[src/rtl/parity_error_logger_if.sv]
// Sample-in / record-out bus of the parity error logger.
// Master drives checked samples and consumes records; slave is the logger.
interface parity_error_logger_if;
  logic       in_valid;
  logic [3:0] in_addr;
  logic [7:0] in_data;
  logic       in_match;
  logic       out_ready;
  logic       out_valid;
  logic [3:0] out_addr;
  logic [7:0] out_data;

  modport master (
    output in_valid, in_addr, in_data, in_match, out_ready,
    input  out_valid, out_addr, out_data
  );

  modport slave (
    input  in_valid, in_addr, in_data, in_match, out_ready,
    output out_valid, out_addr, out_data
  );
endinterface

[src/rtl/parity_error_logger.sv]
// Logs parity mismatches into a small record FIFO and keeps error statistics.
// Define PARITY_LOG_SATURATE_EN to make err_count saturate instead of wrapping.
module parity_error_logger #(
  parameter int unsigned DEPTH        = 4,
  parameter int unsigned CNT_W        = 8,
  parameter int unsigned ALARM_THRESH = 4
) (
  input  logic                     clk,
  input  logic                     reset,
  parity_error_logger_if.slave     bus,
  input  logic                     clear_stats,
  output logic [CNT_W-1:0]         err_count,
  output logic                     dropped,
  output logic                     alarm,
  output logic [$clog2(DEPTH):0]   fifo_count
);

  localparam int unsigned PtrW = $clog2(DEPTH);

  logic [11:0]      mem_q [DEPTH];
  logic [PtrW-1:0]  wr_ptr_q, rd_ptr_q;
  logic [PtrW:0]    count_q, count_d;
  logic [CNT_W-1:0] err_count_q, err_count_d, err_base;
  logic             dropped_q, dropped_d;
  logic             alarm_q, alarm_d;
  logic             err_event, full, empty, pop, push, drop;

  assign err_event = bus.in_valid & ~bus.in_match;
  assign full      = (count_q == (PtrW+1)'(DEPTH));
  assign empty     = (count_q == '0);
  assign pop       = ~empty & bus.out_ready;
  // A pop in the same cycle frees the slot, so a full FIFO still accepts the push.
  assign push      = err_event & (~full | pop);
  assign drop      = err_event & full & ~pop;

  always_comb begin
    count_d = count_q;
    unique case ({push, pop})
      2'b10:   count_d = count_q + 1'b1;
      2'b01:   count_d = count_q - 1'b1;
      default: count_d = count_q;
    endcase
  end

  // An error event coinciding with clear_stats counts from zero.
  always_comb begin
    err_base    = clear_stats ? '0 : err_count_q;
    err_count_d = err_base;
    if (err_event) begin
`ifdef PARITY_LOG_SATURATE_EN
      if (err_base != '1) err_count_d = err_base + 1'b1;
`else
      err_count_d = err_base + 1'b1;
`endif
    end
    dropped_d = (clear_stats ? 1'b0 : dropped_q) | drop;
    alarm_d   = (32'(err_count_d) >= ALARM_THRESH);
  end

  always_ff @(posedge clk) begin
    if (reset) begin
      for (int unsigned i = 0; i < DEPTH; i++) mem_q[i] <= '0;
      wr_ptr_q    <= '0;
      rd_ptr_q    <= '0;
      count_q     <= '0;
      err_count_q <= '0;
      dropped_q   <= 1'b0;
      alarm_q     <= 1'b0;
    end else begin
      if (push) begin
        mem_q[wr_ptr_q] <= {bus.in_addr, bus.in_data};
        wr_ptr_q        <= wr_ptr_q + 1'b1;
      end
      if (pop) rd_ptr_q <= rd_ptr_q + 1'b1;
      count_q     <= count_d;
      err_count_q <= err_count_d;
      dropped_q   <= dropped_d;
      alarm_q     <= alarm_d;
    end
  end

  // Head is read from storage flops, so a new record shows up one cycle after its event.
  assign bus.out_valid = ~empty;
  assign bus.out_addr  = mem_q[rd_ptr_q][11:8];
  assign bus.out_data  = mem_q[rd_ptr_q][7:0];
  assign err_count     = err_count_q;
  assign dropped       = dropped_q;
  assign alarm         = alarm_q;
  assign fifo_count    = count_q;

endmodule

[src/flat_wrapper.sv]
// flat-port wrapper written by rule: the top's interface ports become plain ports
module parity_error_logger_flat 
#(
  parameter int unsigned DEPTH        = 4,
  parameter int unsigned CNT_W        = 8,
  parameter int unsigned ALARM_THRESH = 4
)
  (clk, reset, clear_stats, err_count, dropped, alarm, fifo_count, bus_in_valid, bus_in_addr, bus_in_data, bus_in_match, bus_out_ready, bus_out_valid, bus_out_addr, bus_out_data);
  parity_error_logger_if bus_i ();
  input  logic clk;
  input  logic reset;
  input  logic clear_stats;
  output logic [CNT_W-1:0] err_count;
  output logic dropped;
  output logic alarm;
  output logic [$clog2(DEPTH):0] fifo_count;
  input wire logic [$bits(bus_i.in_valid)-1:0] bus_in_valid;
  input wire logic [$bits(bus_i.in_addr)-1:0] bus_in_addr;
  input wire logic [$bits(bus_i.in_data)-1:0] bus_in_data;
  input wire logic [$bits(bus_i.in_match)-1:0] bus_in_match;
  input wire logic [$bits(bus_i.out_ready)-1:0] bus_out_ready;
  output wire logic [$bits(bus_i.out_valid)-1:0] bus_out_valid;
  output wire logic [$bits(bus_i.out_addr)-1:0] bus_out_addr;
  output wire logic [$bits(bus_i.out_data)-1:0] bus_out_data;
  assign bus_i.in_valid = bus_in_valid;
  assign bus_i.in_addr = bus_in_addr;
  assign bus_i.in_data = bus_in_data;
  assign bus_i.in_match = bus_in_match;
  assign bus_i.out_ready = bus_out_ready;
  assign bus_out_valid = bus_i.out_valid;
  assign bus_out_addr = bus_i.out_addr;
  assign bus_out_data = bus_i.out_data;
  parity_error_logger #(.DEPTH(DEPTH), .CNT_W(CNT_W), .ALARM_THRESH(ALARM_THRESH)) u_core (.clk(clk), .reset(reset), .bus(bus_i), .clear_stats(clear_stats), .err_count(err_count), .dropped(dropped), .alarm(alarm), .fifo_count(fifo_count));
endmodule
[config.mk]
export PLATFORM = sky130hd
export DESIGN_NAME = parity_error_logger_flat
export DESIGN_NICKNAME = d
export VERILOG_FILES = /design/src/rtl/parity_error_logger_if.sv /design/src/rtl/parity_error_logger.sv /design/src/flat_wrapper.sv
export SDC_FILE = /design/constraint.sdc
export NUM_CORES = 1
export LEC_CHECK = 0
export ABC_AREA = 1
export CORE_AREA = 2 2 126 92
export CTS_BUF_LIST = sky130_fd_sc_hd__clkbuf_8
export CTS_CLUSTER_SIZE = 24
export DETAILED_ROUTE_END_ITERATION = 8
export DIE_AREA = 0 0 128 94
export HOLD_SLACK_MARGIN = 0.1
export PLACE_DENSITY = 0.55
export SETUP_SLACK_MARGIN = 0.1
export SLEW_MARGIN = 20
export SYNTH_ARGS = -nofsm -noshare
export SYNTH_HDL_FRONTEND = slang
export SYNTH_SLANG_ARGS = --single-unit
[constraint.sdc]
create_clock -name clk -period 2.85 [get_ports clk]
set_clock_uncertainty 0.15 [all_clocks]
set_input_delay 0.7125 -clock clk [delete_from_list [all_inputs] [get_ports clk]]
set_output_delay 0.7125 -clock clk [all_outputs]
set_load 0.05 [all_outputs]
==> results.py, run 1 <==
metrics = {
    "global_route": {
        "grt_pass1_wl_um": 11200,
        "grt_use_total_pct": 12.2,
        "grt_overflow": 0,
        "grt_max_degree": 25,
        "antenna_found_initial": 0,
        "grt_pass1_vias": 2244,
    },
    "cts": {
        "cts_tree": "yes",
        "cts_hold_buffers": 0,
        "cts_made_buffers": 9,
        "numClockSinks": 67,
        "clkLatencyLatePin_ns": 0.34,
        "h-tree-depth": 3,
        "cts.clk_slew.worst_paths_ns": 0.07,
        "root_buffer": "clkbuf_8",
        "cts_buffer_depth": 2,
    },
    "detailed_routing": {
        "drtPass1Iterations": 4,
        "top_layer": "met4",
        "vias": 2371,
        "wl_um": 7060,
        "wl_met3_um": 278,
        "met2_length_um": 3400,
        "drc_errors": 0,
        "via_per_inst": 4.44,
        "ant_nets": 0,
        "drt_iter0_drc": 126,
        "wl_per_cell_um": 13.2,
        "wl_met1_um": 3290,
    },
    "sta": {
        "setup_viol": 0,
        "maxSlewHeadroom_pct": 65.3,
        "fin_crit_ns": 2.57,
        "setup-tns-final_ns": 0,
        "final_max_slew_viol_count": 0,
        "hold_viol": 0,
        "fin_crit_sh_pct": 90.2,
        "rsz0062_at_grt": "false",
        "worst_pin_slew_ns": 0.520,
        "max_clock_freq_mhz": 389,
    },
    "place": {
        "dpl.cell_count": 518,
        "gpl.final_weighted_congestion": 0.815,
        "dp_hpwl_um": 4800,
        "io_buffers": 43,
    },
    "worst_hold_path": {
        "hold_start": "u_core.rd_ptr_q[1]",
        "hp-class": "flop to flop",
        "holdPathStages": 2,
    },
    "final_layout": {
        "fin_cells": 534,
        "drive_gt1_share_pct": 20.4,
        "postLayoutCoreUtil_pct": 37.3,
        "synthToLayoutAreaGrowth_pct": 26.4,
        "fillers": 1075,
        "nNetsFinal": 414,
        "num_antenna_cells": 0,
    },
    "critical_path": {
        "critPathRequiredTime_ns": 1.99,
        "cp_max_fo": 4,
        "setup.worst_path.end_class": "primary output",
        "critical_path_class": "flop to primary output",
        "reg2reg_depth": 11,
        "cp-start-kind": "flop",
        "crit_start": "u_core.fifo_count[2]",
        "worstReg2RegStart": "u_core.fifo_count[2]",
        "crit_arrival_ns": 1.71,
    },
    "synthesis": {
        "yosys_warnings": 0,
        "synth_xor_area_share_pct": 0,
        "yosysTopAreaCell": "edfxtp_1",
        "synth_common_cells": "nor2_1 (75), edfxtp_1 (48), inv_1 (41)",
        "synth_compound_area_share_pct": 10.8,
        "ys_async_sr_fraction_pct": 0,
        "synth-simple-area-share_pct": 21.4,
        "yosysMostFrequentCell": "nor2_1",
        "synth_area_leaders": "edfxtp_1 (45%), dfxtp_1 (12%), nor2_1 (8.9%), o21ai_0 (6.0%), inv_1 (4.9%)",
        "ys_seq_elements": 67,
        "yosysTopAreaCellShare_pct": 45.5,
        "synth_nets": 358,
        "synthAdderAreaFrac_pct": 1.42,
        "synth_top_family_by_area": "simple AND/OR/NAND/NOR gates",
        "ys_seq_area_share_pct": 57.5,
        "syn_area_per_cell_um2": 9.41,
        "syn_area_um2": 3170,
        "synth_mux_area_share_pct": 0,
        "netlist_instances": 337,
        "synth_edf_count": 48,
        "ys_types": 26,
        "synth_top_flop_cell": "edfxtp_1",
    },
    "outcome": {
        "outcome": "finished, final reports clean",
    },
    "power_and_ir_drop": {
        "leakagePower_nw": 1.56,
        "p_per_area_nw_per_um2": 695,
        "vdd_drop_max_uv": 194,
    },
    "floorplanning": {
        "coreArea_um2": 10700,
        "die_area_um2": 12000,
        "die_x_um": 128,
        "initial_core_util_pct": 29.5,
        "pin_count": 44,
        "die_height_um": 94,
        "rows": 32,
    },
    "job": {
        "drv_cap": 0,
    },
}
area by class of cell:
cell class | count | area [um2] | area share [%]
Clock buffer | 9 | 124 | 3.09
Clock inverter | 7 | 76.3 | 1.90
Inverter | 54 | 205 | 5.12
Multi-Input combinational cell | 203 | 1070 | 26.7
Sequential cell | 67 | 1820 | 45.5
Tap cell | 136 | 170 | 4.25
Timing Repair Buffer | 58 | 538 | 13.4
placed cells by master (no fill, tap or decap), types with 2 or more instances in the layout:
| cell | Yosys | final |
|---|---|---|
| nor2_1 | 75 | 75 |
| nor2_2 | 7 | 7 |
| o21ai_0 | 38 | 38 |
| dfxtp_1 | 19 | 18 |
| nor2_8 | 2 | 2 |
| buf_12 | 1 | 2 |
| clkdlybuf4s50_1 | 0 | 31 |
| edfxtp_1 | 48 | 48 |
| inv_6 | 0 | 2 |
| ha_1 | 2 | 2 |
| nand4_1 | 2 | 2 |
| a21oi_1 | 11 | 11 |
| clkinvlp_4 | 0 | 2 |
| o21bai_1 | 2 | 2 |
| nor2_4 | 12 | 12 |
| inv_2 | 12 | 12 |
| nand2_1 | 26 | 26 |
| nand3_1 | 10 | 10 |
| buf_4 | 1 | 25 |
| o22ai_1 | 12 | 12 |
| clkbuf_8 | 0 | 9 |
| inv_1 | 41 | 41 |
per-stage QoR:
stage / hold WS, ns / total power, mW / worst slack [ns] / instance area [um2]
floorplan: 0.286 / 1.73 / 0.234 / 3170
global placement: 0.305 / 2.00 / 0.119 / 3810
detailed placement: 0.315 / 2.01 / 0.0735 / 3810
CTS: 0.327 / 2.81 / 0.132 / 4010
global route: 0.354 / 2.92 / 0.138 / 4010
finish: 0.317 / 2.79 / 0.281 / 4010
routing by layer:
metal | vias up | global-route usage [%]
li1 | 1208 | -
met1 | 1108 | 16.4
met2 | 47 | 19.7
met3 | 8 | 1.88
met4 | 0 | 5.13
met5 | - | 0
cell families after synthesis:
kind of cell	count (synthesis)
buffers and inverters	67
AOI/OAI and AO/OA	64
adders and majority gates	3
and+or+nand+nor	136
DFF	67
state kept, by name, summed over array words and instances, names as in the netlist, named ones only:
| signal | flops |
|---|---|
| u_core.mem_q | 48 |
| u_core.err_count | 8 |
| u_core.fifo_count | 3 |
| u_core.rd_ptr_q | 2 |
| u_core.wr_ptr_q | 2 |
| u_core.alarm | 1 |
| u_core.dropped | 1 |
path summary, 6_finish.rpt:
check / endpoint / slack [ns]
max: bus_out_valid / 0.28
min: flop / 0.32
max reg2reg: u_core.fifo_count[2] / 0.79
min reg2reg: flop / 0.32
repair_timing:
item / in CTS / in global routing
gates resized for setup: 0 / 1
setup buffers: 0 / 0
setup endpoints to repair: 0 / 12
power breakdown:
| group | total (mW) | leakage (nW) | internal [mW] | switching (mW) |
|---|---|---|---|---|
| registers | 1.14 | 0.652 | 1.10 | 0.0340 |
| clock network | 0.804 | 0.0962 | 0.410 | 0.394 |
| logic | 0.843 | 0.814 | 0.257 | 0.586 |
| total | 2.79 | 1.56 | 1.77 | 1.01 |
worst max-delay path, cell delays in order, from the launching register on:
cell and delay, ns:
dfxtp_1 0.39, inv_1 0.09, nand2_1 0.09, clkdlybuf4s50_1 0.80
Note: power is estimated with default switching activity, not from simulation.
==> run 2, diff against run 1 <==
--- a/config.mk
+++ b/config.mk
@@ -8,6 +8,7 @@
 export ABC_AREA = 1
 export CORE_AREA = 2 2 126 92
 export CTS_BUF_LIST = sky130_fd_sc_hd__clkbuf_8
+export CTS_CLUSTER_DIAMETER = 80
 export CTS_CLUSTER_SIZE = 24
 export DETAILED_ROUTE_END_ITERATION = 8
 export DIE_AREA = 0 0 128 94
==> results of run 2 <==
No change in the layout: final DEF, timing and power equal those of run 1.
==> run 3, diff against run 2 <==
--- a/config.mk
+++ b/config.mk
@@ -6,14 +6,14 @@
 export NUM_CORES = 1
 export LEC_CHECK = 0
 export ABC_AREA = 1
-export CORE_AREA = 2 2 126 92
+export CORE_AREA = 2 2 118 97
 export CTS_BUF_LIST = sky130_fd_sc_hd__clkbuf_8
 export CTS_CLUSTER_DIAMETER = 80
 export CTS_CLUSTER_SIZE = 24
 export DETAILED_ROUTE_END_ITERATION = 8
-export DIE_AREA = 0 0 128 94
+export DIE_AREA = 0 0 120 99
 export HOLD_SLACK_MARGIN = 0.1
-export PLACE_DENSITY = 0.55
+export PLACE_DENSITY = 0.56
 export SETUP_SLACK_MARGIN = 0.1
 export SLEW_MARGIN = 20
 export SYNTH_ARGS = -nofsm -noshare
==> results.py, run 3 (synthesis results as in run 1) <==
metrics = {
    "outcome": {
        "outcome": "finished, final reports clean",
    },
    "global_route": {
        "antenna_found_initial": 0,
        "grt_use_total_pct": 12.7,
        "grt_pass1_vias": 2495,
        "grt_pass1_wl_um": 11700,
        "grt_max_degree": 14,
        "grt_overflow": 0,
    },
    "cts": {
        "cts_buffer_depth": 2,
        "clkLatencyLatePin_ns": 0.34,
        "cts_setup_buffers": 0,
        "cts_tree": "yes",
        "cts_made_buffers": 9,
        "h-tree-depth": 3,
        "root_buffer": "clkbuf_8",
        "numClockSinks": 67,
        "cts_hold_buffers": 0,
        "cts.clk_slew.worst_paths_ns": 0.07,
    },
    "critical_path": {
        "r2r_slack_ns": 0.74,
        "critical_path_class": "flop to primary output",
        "critPathRequiredTime_ns": 1.99,
        "cp_max_fo": 4,
        "reg2reg_depth": 11,
        "crit_start": "u_core.fifo_count[2]",
        "cp-start-kind": "flop",
        "worstReg2RegStart": "u_core.fifo_count[2]",
        "r2r_end": "u_core.fifo_count[2]",
        "crit_arrival_ns": 1.72,
        "setup.worst_path.end_class": "primary output",
        "crit_end": "bus_out_valid",
    },
    "final_layout": {
        "drive_gt1_share_pct": 19.6,
        "num_antenna_cells": 0,
        "synthToLayoutAreaGrowth_pct": 26.2,
        "nNetsFinal": 414,
        "fillers": 1089,
        "largest_register": "u_core.mem_q",
        "largest_reg_flops": 48,
        "fin_cells": 542,
        "final_cell_mix": "nor2_1 (75), edfxtp_1 (48), inv_1 (43)",
        "regArea_um2": 1820,
        "final_common_cell": "nor2_1",
        "stdcell_area_um2": 4000,
        "multiInputGateArea_um2": 1070,
    },
    "sta": {
        "fin_crit_sh_pct": 90.7,
        "maxSlewHeadroom_pct": 65.2,
        "max_clock_freq_mhz": 387,
        "worst_pin_slew_ns": 0.521,
        "fin_crit_ns": 2.58,
        "final_max_slew_viol_count": 0,
        "rsz0062_at_grt": "false",
        "setup-tns-final_ns": 0,
        "hold_viol": 0,
        "setup_viol": 0,
    },
    "detailed_routing": {
        "vias": 2436,
        "drc_errors": 0,
        "ant_nets": 0,
        "wl_um": 7180,
        "via_per_inst": 4.49,
        "drt_iter0_drc": 134,
        "drtPass1Iterations": 5,
        "wl_per_cell_um": 13.2,
    },
    "worst_hold_path": {
        "hp-class": "flop to flop",
    },
    "floorplanning": {
        "pin_count": 44,
        "rows": 34,
        "initial_core_util_pct": 29.7,
        "die_height_um": 99,
        "die_x_um": 120,
        "die_area_um2": 11900,
        "coreArea_um2": 10700,
    },
    "place": {
        "place_area_um2": 3820,
        "io_buffers": 43,
        "dpl.cell_count": 526,
        "dp_hpwl_um": 4820,
        "gpl.final_weighted_congestion": 0.780,
    },
    "power_and_ir_drop": {
        "vdd_drop_max_uv": 455,
        "p_per_area_nw_per_um2": 682,
        "leakagePower_nw": 1.56,
        "power_mw": 2.73,
    },
    "job": {
        "drv_cap": 0,
    },
}
-- run 3: per-layer routing --
layer	track usage [%]	share of wire [%]	wire length (um)	vias up
met3	5.27	4.3	310	4
met5	0	0	0	-
met4	3.80	0.31	22	0
met2	20.2	48	3430	55
met1	15.9	48	3420	1162
li1	-	-	-	1215
-- run 3: area by class of cell --
| cell class | instances | area share [%] |
|---|---|---|
| flip-flops and latches | 67 | 45.5 |
| multi-input cells | 203 | 26.8 |
| repair buffers | 58 | 13.4 |
| inverters | 54 | 5.13 |
| well taps | 144 | 4.50 |
| clock buffers | 9 | 3.09 |
| clock inverters | 7 | 1.53 |
-- run 3: worst min path at each step --
stage	to	depth (start not counted)	start	slack (ns)
after global routing	u_core.rd_ptr_q[0]	1	u_core.rd_ptr_q[0]	0.35
after detailed placement	u_core.dropped	2	u_core.dropped	0.31
after global placement	u_core.rd_ptr_q[1]	2	u_core.rd_ptr_q[1]	0.30
after floorplan	flop	2	u_core.rd_ptr_q[1]	0.29
final	flop	2	u_core.rd_ptr_q[1]	0.31
after CTS	u_core.rd_ptr_q[1]	2	u_core.rd_ptr_q[1]	0.32
-- run 3: worst max-delay path, cell delays in order (launching register included) --
cell and delay [ns]:
dfxtp_1 0.39, inv_1 0.09, nand2_1 0.09, clkdlybuf4s50_1 0.81
-- run 3: per-stage QoR --
stage          util, %  hold slack, ns  setup WS (ns)
3_5_place_dp      35.7           0.311         0.0695
6_report          37.5           0.311          0.266
4_1_cts           37.5           0.324          0.154
2_1_floorplan        -           0.286          0.234
3_3_place_gp      35.7           0.301          0.136
5_1_grt           37.5           0.351          0.138
-- run 3: power breakdown --
part	switching, mW	total, mW	internal [mW]	leakage, nW
Clock	0.353	0.746	0.393	0.0953
Combinational	0.577	0.837	0.260	0.813
Sequential	0.0433	1.15	1.11	0.652
-- run 3: repair_timing --
action                                  CTS  global route
endpoints found under the setup margin    0            12
resized for setup                         0             1
hold endpoints to repair                  0             0
